<file path="config.mk">
export PLATFORM = sky130hd
export DESIGN_NAME = fila_param
export DESIGN_NICKNAME = d
export VERILOG_FILES = /design/src/rtl/fila_pkg.sv /design/src/rtl/fila_param_rise_detect.sv /design/src/rtl/fila_param.sv
export SDC_FILE = /design/constraint.sdc
export NUM_CORES = 1
export LEC_CHECK = 0
export ABC_AREA = 1
export BUFFER_PORTS_ARGS = -buffer_cell sky130_fd_sc_hd__clkbuf_2
export CAP_MARGIN = 0
export CORE_MARGIN = 2
export CORE_UTILIZATION = 30
export DETAILED_ROUTE_END_ITERATION = 10
export PLACE_DENSITY = 0.49
export REMOVE_ABC_BUFFERS = 1
export SLEW_MARGIN = 0
export SYNTH_ARGS = -nofsm -noshare
export SYNTH_HDL_FRONTEND = slang
export SYNTH_HIERARCHICAL = 1
export SYNTH_SLANG_ARGS = --single-unit
</file>
<file path="constraint.sdc">
create_clock -name clock_10KHz -period 2.7 [get_ports clock_10KHz]
set_input_delay 0.54 -clock clock_10KHz [delete_from_list [all_inputs] [get_ports clock_10KHz]]
set_output_delay 0.54 -clock clock_10KHz [all_outputs]
set_load 0.01 [all_outputs]
</file>
<file path="src/rtl/fila_pkg.sv">
`default_nettype none
// ============================================================================
// Module      : fila_pkg
// Description : Shared types and helpers for the parametrised queue.
//               - fila_mode_t : ordering discipline (FIFO / LIFO)
//               - fila_len_w  : width of an element count for a given depth
//                               (one bit wider than a pointer so that the
//                               value DEPTH itself is representable)
// Revision    : 1.0 - initial release
// ============================================================================
package fila_pkg;

    typedef enum logic {
        FILA_FIFO = 1'b0,
        FILA_LIFO = 1'b1
    } fila_mode_t;

    function automatic int fila_len_w(input int depth);
        return $clog2(depth) + 1;
    endfunction

endpackage
`default_nettype wire

</file>
<file path="src/rtl/fila_param_rise_detect.sv">
`default_nettype none
// ============================================================================
// Module      : rise_detect
// Description : Single-bit rising-edge detector. pulse_out is high during the
//               one cycle in which level_in is high and was low at the
//               previous clock edge. The history register resets to 0, so a
//               level already high when reset releases is seen as an edge.
// Ports       : clock_10KHz - system clock
//               reset       - asynchronous, active-high
//               level_in    - request level
//               pulse_out   - one-cycle event (combinational from register)
// Revision    : 1.0 - initial release
// ============================================================================
module rise_detect (
    input  logic clock_10KHz,
    input  logic reset,
    input  logic level_in,
    output logic pulse_out
);

    logic r_level_q;

    always_ff @(posedge clock_10KHz or posedge reset) begin
        if (reset) begin
            r_level_q <= 1'b0;
        end else begin
            r_level_q <= level_in;
        end
    end

    assign pulse_out = level_in & ~r_level_q;

endmodule
`default_nettype wire

</file>
<file path="src/rtl/fila_param.sv">
`default_nettype none
// ============================================================================
// Module      : fila_param
// Description : Parametrised queue with FIFO or LIFO ordering. Enqueue and
//               dequeue act on rising edges of their request lines; clear is
//               a level-sensitive synchronous flush with top priority.
// Ports       : clock_10KHz   - system clock, all state on its rising edge
//               reset         - asynchronous, active-high
//               data_in       - element written on an enqueue event
//               enqueue_in    - enqueue request (rising edge)
//               dequeue_in    - dequeue request (rising edge)
//               clear_in      - synchronous flush
//               data_out      - last element removed (registered)
//               len_out       - element count, 0..DEPTH
//               full_out      - len_out == DEPTH
//               empty_out     - len_out == 0
//               overflow_out  - pulse: enqueue rejected while full
//               underflow_out - pulse: dequeue while empty
// Revision    : 1.0 - initial release
// ============================================================================
module fila_param
    import fila_pkg::*;
#(
    parameter int DATA_W    = 8,
    parameter int DEPTH     = 8,
    parameter int LIFO_MODE = 0
) (
    input  logic                          clock_10KHz,
    input  logic                          reset,
    input  logic [DATA_W-1:0]             data_in,
    input  logic                          enqueue_in,
    input  logic                          dequeue_in,
    input  logic                          clear_in,
    output logic [DATA_W-1:0]             data_out,
    output logic [fila_len_w(DEPTH)-1:0]  len_out,
    output logic                          full_out,
    output logic                          empty_out,
    output logic                          overflow_out,
    output logic                          underflow_out
);

    localparam int                  c_PTR_W    = $clog2(DEPTH);
    localparam int                  c_LEN_W    = fila_len_w(DEPTH);
    localparam fila_mode_t          c_MODE     = (LIFO_MODE != 0) ? FILA_LIFO : FILA_FIFO;
    localparam logic [c_LEN_W-1:0]  c_LEN_ONE  = c_LEN_W'(1);
    localparam logic [c_LEN_W-1:0]  c_LEN_FULL = c_LEN_W'(DEPTH);

    logic                w_enq_ev;
    logic                w_deq_ev;
    logic                w_empty;
    logic                w_full;
    logic                w_enq_ok;
    logic                w_deq_ok;
    logic                w_overflow;
    logic                w_underflow;
    logic [c_PTR_W-1:0]  w_wr_addr;
    logic [c_PTR_W-1:0]  w_rd_addr;

    logic [c_LEN_W-1:0]  r_len;
    logic [DATA_W-1:0]   r_data_out;
    logic                r_overflow;
    logic                r_underflow;
    logic [DATA_W-1:0]   r_mem [DEPTH];

    rise_detect u_enq_edge (
        .clock_10KHz (clock_10KHz),
        .reset       (reset),
        .level_in    (enqueue_in),
        .pulse_out   (w_enq_ev)
    );

    rise_detect u_deq_edge (
        .clock_10KHz (clock_10KHz),
        .reset       (reset),
        .level_in    (dequeue_in),
        .pulse_out   (w_deq_ev)
    );

    assign w_empty = (r_len == '0);
    assign w_full  = (r_len == c_LEN_FULL);

    // A full queue still accepts a write when a read happens on the same
    // edge (FIFO read-and-write or LIFO swap), so no overflow in that case.
    // An empty queue always accepts the write; the paired read underflows.
    assign w_enq_ok    = w_enq_ev & ~clear_in & (~w_full | w_deq_ev);
    assign w_deq_ok    = w_deq_ev & ~clear_in & ~w_empty;
    assign w_overflow  = w_enq_ev & ~clear_in & w_full & ~w_deq_ev;
    assign w_underflow = w_deq_ev & ~clear_in & w_empty;

    generate
        if (c_MODE == FILA_FIFO) begin : g_fifo
            logic [c_PTR_W-1:0] r_head;
            logic [c_PTR_W-1:0] r_tail;

            // Pointers are exactly log2(DEPTH) bits and wrap on overflow.
            always_ff @(posedge clock_10KHz or posedge reset) begin
                if (reset) begin
                    r_head <= '0;
                    r_tail <= '0;
                end else if (clear_in) begin
                    r_head <= '0;
                    r_tail <= '0;
                end else begin
                    if (w_enq_ok) begin
                        r_tail <= r_tail + c_PTR_W'(1);
                    end
                    if (w_deq_ok) begin
                        r_head <= r_head + c_PTR_W'(1);
                    end
                end
            end

            assign w_wr_addr = r_tail;
            assign w_rd_addr = r_head;
        end else begin : g_lifo
            // Stack pointer is the count itself. Only the low bits address
            // storage: at len == DEPTH they are 0 and the top is DEPTH-1.
            assign w_rd_addr = r_len[c_PTR_W-1:0] - c_PTR_W'(1);
            // On a swap the new element overwrites the current top.
            assign w_wr_addr = w_deq_ok ? w_rd_addr : r_len[c_PTR_W-1:0];
        end
    endgenerate

    // Storage is deliberately left out of reset.
    always_ff @(posedge clock_10KHz) begin
        if (w_enq_ok) begin
            r_mem[w_wr_addr] <= data_in;
        end
    end

    always_ff @(posedge clock_10KHz or posedge reset) begin
        if (reset) begin
            r_len       <= '0;
            r_data_out  <= '0;
            r_overflow  <= 1'b0;
            r_underflow <= 1'b0;
        end else begin
            r_overflow  <= w_overflow;
            r_underflow <= w_underflow;

            if (clear_in) begin
                r_len <= '0;
            end else if (w_enq_ok && !w_deq_ok) begin
                r_len <= r_len + c_LEN_ONE;
            end else if (!w_enq_ok && w_deq_ok) begin
                r_len <= r_len - c_LEN_ONE;
            end

            // data_out is held across a flush.
            if (w_underflow) begin
                r_data_out <= '0;
            end else if (w_deq_ok) begin
                r_data_out <= r_mem[w_rd_addr];
            end
        end
    end

    assign data_out      = r_data_out;
    assign len_out       = r_len;
    assign full_out      = w_full;
    assign empty_out     = w_empty;
    assign overflow_out  = r_overflow;
    assign underflow_out = r_underflow;

endmodule
`default_nettype wire

</file>
After elaboration in Yosys (flattened, before gate mapping)
Memories as Yosys holds them, arrays and structs flattened.
Index checks and enable logic that the tools add are counted.
{ "totals": {"register_bits": 22, "ram_bits": 64, "out_inout_bits": 16, "mem_count": 1} }
{ "classes": {"addsub": 4, "eq_ne": 1, "mux": 11, "n_bitwise": 16, "reduce_logical": 9} }
{ "mem_list": {"columns": ["name", "depth", "word_bits", "read_ports", "rd_ports_with_merged_regs", "write_ports", "line", "source"], "rows": [
  ["r_mem", 8, 8, 1, 0, 1, "fila_param.sv:63", "logic [DATA_W-1:0] r_mem [DEPTH];"]
]} }
{ "op_table": {"columns": ["op", "n"], "rows": [
  ["$mux W8", 2],
  ["$mux W3", 4],
  ["$mux W4", 3],
  ["$and A1 B1 Y1", 9],
  ["$add A3 B1 Y3 const B", 2],
  ["$not A1 Y1", 6],
  ["$reduce_bool A2 Y1", 3],
  ["$add A4 B1 Y4 const B", 1],
  ["$eq A4 B4 Y1 const B", 1],
  ["$logic_not A4 Y1", 1],
  ["$sub A4 B1 Y4 const B", 1],
  ["$reduce_bool A3 Y1", 1],
  ["$logic_and A1 B1 Y1", 2],
  ["$logic_not A1 Y1", 2],
  ["$mux W1", 2],
  ["$or A1 B1 Y1", 1]
]} }

Depth between registers and ports, before layout
{ "depth": {"depth_word": 9, "depth_mapped": 15} }

Modules after synthesis
The synthesis kept the hierarchy.
{ "by_module_without_submodules": {"columns": ["module", "instances", "cells_per_inst", "area_each_um2", "seq_area_each_um2"], "rows": [
  ["fila_param", 1, 305, 3527.1, 2422.3],
  ["rise_detect", 2, 4, 38.8, 25.0]
]} }

Least setup slack after synthesis
No wires, ideal clock.
{ "synth_path": {"path_type": "input port to flip-flop", "startpoint": "in enqueue_in", "endpoint": "reg r_len[3], in the netlist len_out[3]", "arrival_time_ns": 1.930, "t_required_ns": 2.584, "slack_ns": 0.653, "cell_stages": 14, "n_path_buf": 0, "path_cell_list": "inv_1 nor2_2 inv_1 nor2_1 nand3_4 ha_1 a21oi_1 nand2_1 nand2_1 nand2_1 nand2_1 nand2_1 nand2_1 nand2_1"} }
{ "synth_via": {"elab_chain_len": 6, "elab_cells_between_ends": 9} }
{ "synth_lines": {"columns": ["element", "line", "source"], "rows": [
  ["from (decl)", "fila_param.sv:31", "input logic enqueue_in,"],
  ["$and A1 B1 Y1 (*)", "fila_param_rise_detect.sv:31", "assign pulse_out = level_in & ~r_level_q;"],
  ["net w_enq_ev", "fila_param.sv:48", "logic w_enq_ev;"],
  ["$and A1 B1 Y1 (*) (2 in series)", "fila_param.sv:85", "assign w_enq_ok = w_enq_ev & ~clear_in & (~w_full | w_deq_ev);"],
  ["$logic_and A1 B1 Y1 or $logic_not A1 Y1 (tied branches)", "fila_param.sv:143, fila_param.sv:145", null],
  ["$mux W4 or $logic_and A1 B1 Y1 (tied branches)", "fila_param.sv:143, fila_param.sv:145", null],
  ["$mux W4 or $reduce_bool A3 Y1 (tied branches)", null, null],
  ["to (signal assigned)", "fila_param.sv:144", "r_len <= r_len + c_LEN_ONE;"],
  ["to (signal assigned)", "fila_param.sv:146", "r_len <= r_len - c_LEN_ONE;"],
  ["to (decl)", "fila_param.sv:59", "logic [c_LEN_W-1:0] r_len;"]
]} }
The timed path passes the listed nets; every way through them passes the cells marked *.
A chain may end at the register's enable or synchronous reset.

Final worst setup path
{ "layout_path": {"startpoint": "reg r_len[0], in the netlist len_out[0]", "endpoint": "reg r_len[3], in the netlist len_out[3]"} }
{ "layout_via": {"elab_chain_len": 7, "elab_cells_between_ends": 17} }
{ "layout_lines": {"columns": ["element"], "rows": [
  ["branches (longest 7 deep; another with $sub A4 B1 Y4)"]
]} }
Parallel ways; which one is timed is not known. The select of a mux whose other input is x is not followed.

==> impl_metrics.toml <==
[sta]
setup_tns_ps = 0
rsz0062_at_grt = "false"
layout_min_cycle_time_ps = 2090
relSlewSlack_pct = 44.5
setup_violations = 0
slew_violations = 0
tightestPinTransition_ps = 831
finalHoldViolCount = 0
timing.fmax_mhz = 479
clock_skew_ps = 6.14
period_share_pct = 77.3

[synth]
yosys_warnings = 6
synth-simple-area-share_pct = 16.0
avgSynthCellArea_sq_um = 11.5
synth-xor-area-share_pct = 0.486
synthMuxAreaShare_pct = 0
syn_area_sq_mm = 0.00360
ys_seq_elements = 86
synthAdderAreaFrac_pct = 1.94
ys_types = 30
synth_compound_area_share_pct = 9.20
synth_top_family_by_area = "simple AND/OR/NAND/NOR gates"
yosysSeqAreaShare_pct = 68.6
syn-instance-count = 313

[clock_network]
cts_made_buffers = 9
cts_tree = "built"
cts_hold_buf = 0
clock_path_buffers = 2
clock_latency_ps = 340
root_buffer = "clkbuf_16"
h-tree-depth = 3
clk_pin_slew_ps = 60
postCtsSetupRepairBufs = 0
cts_sinks = 86
ctsResizeCount = 0

[final_layout]
drive_above_1_share_pct = 20.7
fill_cells = 1175
area_delta_synth_final_pct = 19.4
diodes = 0
nNetsFinal = 371
utilization_pct = 36.3
regArea_sq_mm = 0.00247
multi_input_area_sq_um = 995

[worst_setup_path]
r2r_cells = 13
endpoint_kind = "flop"
arrival_ps = 2320
worst-path-max-fanout = 7
cpPeakStageDelay_ps = 460
criticalPathCategory = "flop to flop"
cp_top_family = "simple AND/OR/NAND/NOR gates"
cp_num_cells = 13
cp_data_required_time_ps = 2930
timing.critical_path.buf_inv = 0
crit_slowest_cell = "dfrtp_1"
cpMostUsedCell = "nand2_1"
cp_cell_sequence = "nor2_2 > nand2_2 > nand2_4 > nand3_4 > ha_1 > a21oi_1 > nand2_1 > nand2_1 > nand2_1 > nand2_1 > nand2_1 > nand2_1 > nand2_1"
start_kind = "flop"

[place]
hpwlAfterDp_um = 4910
portBuffers = 28
gp_congestion = 0.777

[floorplanning]
die_y_um = 114
initial_core_util_pct = 30.4
io_pins = 29
die_area_sq_mm = 0.0129
dieWidth_um = 114
core_area_sq_mm = 0.0119
rows = 40

[pwr]
p_sw_uw = 931
peakVddDrop_uv = 329
leakage_nw = 1.69
combPwrFrac_pct = 15.3
swShare_pct = 26.3
intPower_mw = 2.61
powerDensity_mw_per_mm2 = 822
seq_power_share_pct = 44.4
p_clk_share_pct = 40.3

[detailed_routing]
drt-total-wl_um = 7990
first_iter_violations = 161
drtPass1Iterations = 4
drtAntennaViolNets = 0
routed-wl-met3_um = 359
wire_per_inst_um = 15.8
vias_per_cell = 4.67
met2_length_um = 3930
routed.top_layer = "met4"
wl_met1_um = 3570
vias = 2359
drc = 0

[min_path]
hp-class = "primary input to async pin"

[grt]
grt_max_degree = 35
antenna_found_initial = 0
grt-ovfl-total = 0
grt_pass1_vias = 2298
grt_pass1_wl_um = 12600
grtUsageTotal_pct = 13.5

[status]
status = "finished clean"

[job]
drv_cap = 0
-- worst reg2reg max path, stage by stage (launching register included) --
cell and delay, ps:
dfrtp_1 460, nor2_2 210, nand2_2 140, nand2_4 130, nand3_4 100, ha_1 340, a21oi_1 200, nand2_1 70
nand2_1 80, nand2_1 50, nand2_1 60, nand2_1 50, nand2_1 60, nand2_1 50
-- per-layer routing --
layer | track usage, % | up-vias
li1 | - | 1170
met1 | 17.4 | 1126
met2 | 21.9 | 55
met3 | 3.24 | 8
met4 | 5.37 | 0
met5 | 0 | -
-- Yosys cell counts --
library cell | number | area [sq um]
a21oi_1 | 3 | 15.0
nand4_1 | 1 | 6.26
nand2_4 | 2 | 22.5
o22ai_1 | 1 | 6.26
nand3_4 | 1 | 17.5
inv_1 | 14 | 52.6
nor2_4 | 1 | 11.3
o21ai_1 | 10 | 50.1
nand3_1 | 13 | 65.1
inv_2 | 5 | 18.8
edfxtp_1 | 64 | 1920
clkbuf_1 | 1 | 3.75
nor3_1 | 1 | 5.00
buf_4 | 2 | 15.0
nor2_2 | 4 | 25.0
nand3_2 | 1 | 10.0
o21ai_0 | 28 | 140
clkbuf_2 | 2 | 10.0
nor4_1 | 1 | 6.26
clkinv_1 | 2 | 7.51
xnor2_1 | 1 | 8.76
nand2_2 | 5 | 31.3
o211ai_1 | 16 | 120
ha_1 | 4 | 50.1
buf_2 | 6 | 30.0
fa_1 | 1 | 20.0
nor2_1 | 60 | 225
nand2_1 | 40 | 150
dfrtp_1 | 22 | 551
xor2_1 | 1 | 8.76
-- registers in the layout (all words and copies together), names as in the netlist --
name,cells
g_fifo.r_tail,3
r_mem,64
u_deq_edge/r_level_q,1
data_out,8
overflow_out,1
u_enq_edge/r_level_q,1
len_out,4
underflow_out,1
g_fifo.r_head,3
-- cell type report --
type	count	area share, %
Sequential cell	86	57.4
Timing Repair Buffer	40	5.35
Inverter	21	1.83
Multi-Input combinational cell	195	23.1
Clock inverter	6	2.70
Clock buffer	10	5.32
Tap cell	147	4.27
-- worst paths after layout --
| path | from | to | slack, ps |
|---|---|---|---|
| max | len_out[0]$_DFFE_PP0P_ | len_out[3]$_DFFE_PP0P_ | 610 |
| min | reset | u_deq_edge/r_level_q$_DFF_PP0_ | 30 |
| max reg2reg | len_out[0]$_DFFE_PP0P_ | len_out[3]$_DFFE_PP0P_ | 610 |
| min reg2reg | data_out[2]$_DFFE_PP0P_ | data_out[2]$_DFFE_PP0P_ | 470 |
| max in group asynchronous | reset | data_out[5]$_DFFE_PP0P_ | 1820 |
| min in group clock_10KHz | dequeue_in | u_deq_edge/r_level_q$_DFF_PP0_ | 320 |
-- power groups by stage --
stage	registers [mW]	clock network [mW]	logic, mW
3_3_place_gp	1.60	0	0.540
4_1_cts	1.57	1.47	0.552
6_report	1.57	1.43	0.541
5_1_grt	1.58	1.52	0.618
2_1_floorplan	1.63	0	0.299
3_5_place_dp	1.60	0	0.549
-- cells in the final DEF (no fill, tap or decap), types with 9 or more instances in the layout --
| cell | count |
|---|---|
| edfxtp_1 | 64 |
| nor2_1 | 60 |
| nand2_1 | 40 |
| o21ai_0 | 28 |
| clkbuf_2 | 28 |
| dfrtp_1 | 22 |
| o211ai_1 | 16 |
| inv_1 | 14 |
| nand3_1 | 13 |
| buf_4 | 12 |
| o21ai_1 | 10 |
| clkbuf_16 | 9 |
-- logic make-up after synthesis --
group | after synthesis
simple gates | 130
flops | 86
compound gates | 58
buf+inv | 32
fa+ha+maj | 5
xor+xnor | 2
-- per-stage QoR --
step                instances  worst slack, ps  total power, mW  hold WS, ps  area (sq um)
CTS                       505              609             3.59         13.0          4310
finish                    505              613             3.54         27.4          4310
global placement          489              470             2.14          380          3960
floorplan                 302              653             1.93          269          3550
global route              505              456             3.72         25.9          4310
detailed placement        489              404             2.15          388          3960
No activity file was read; power rests on OpenSTA's default activity.
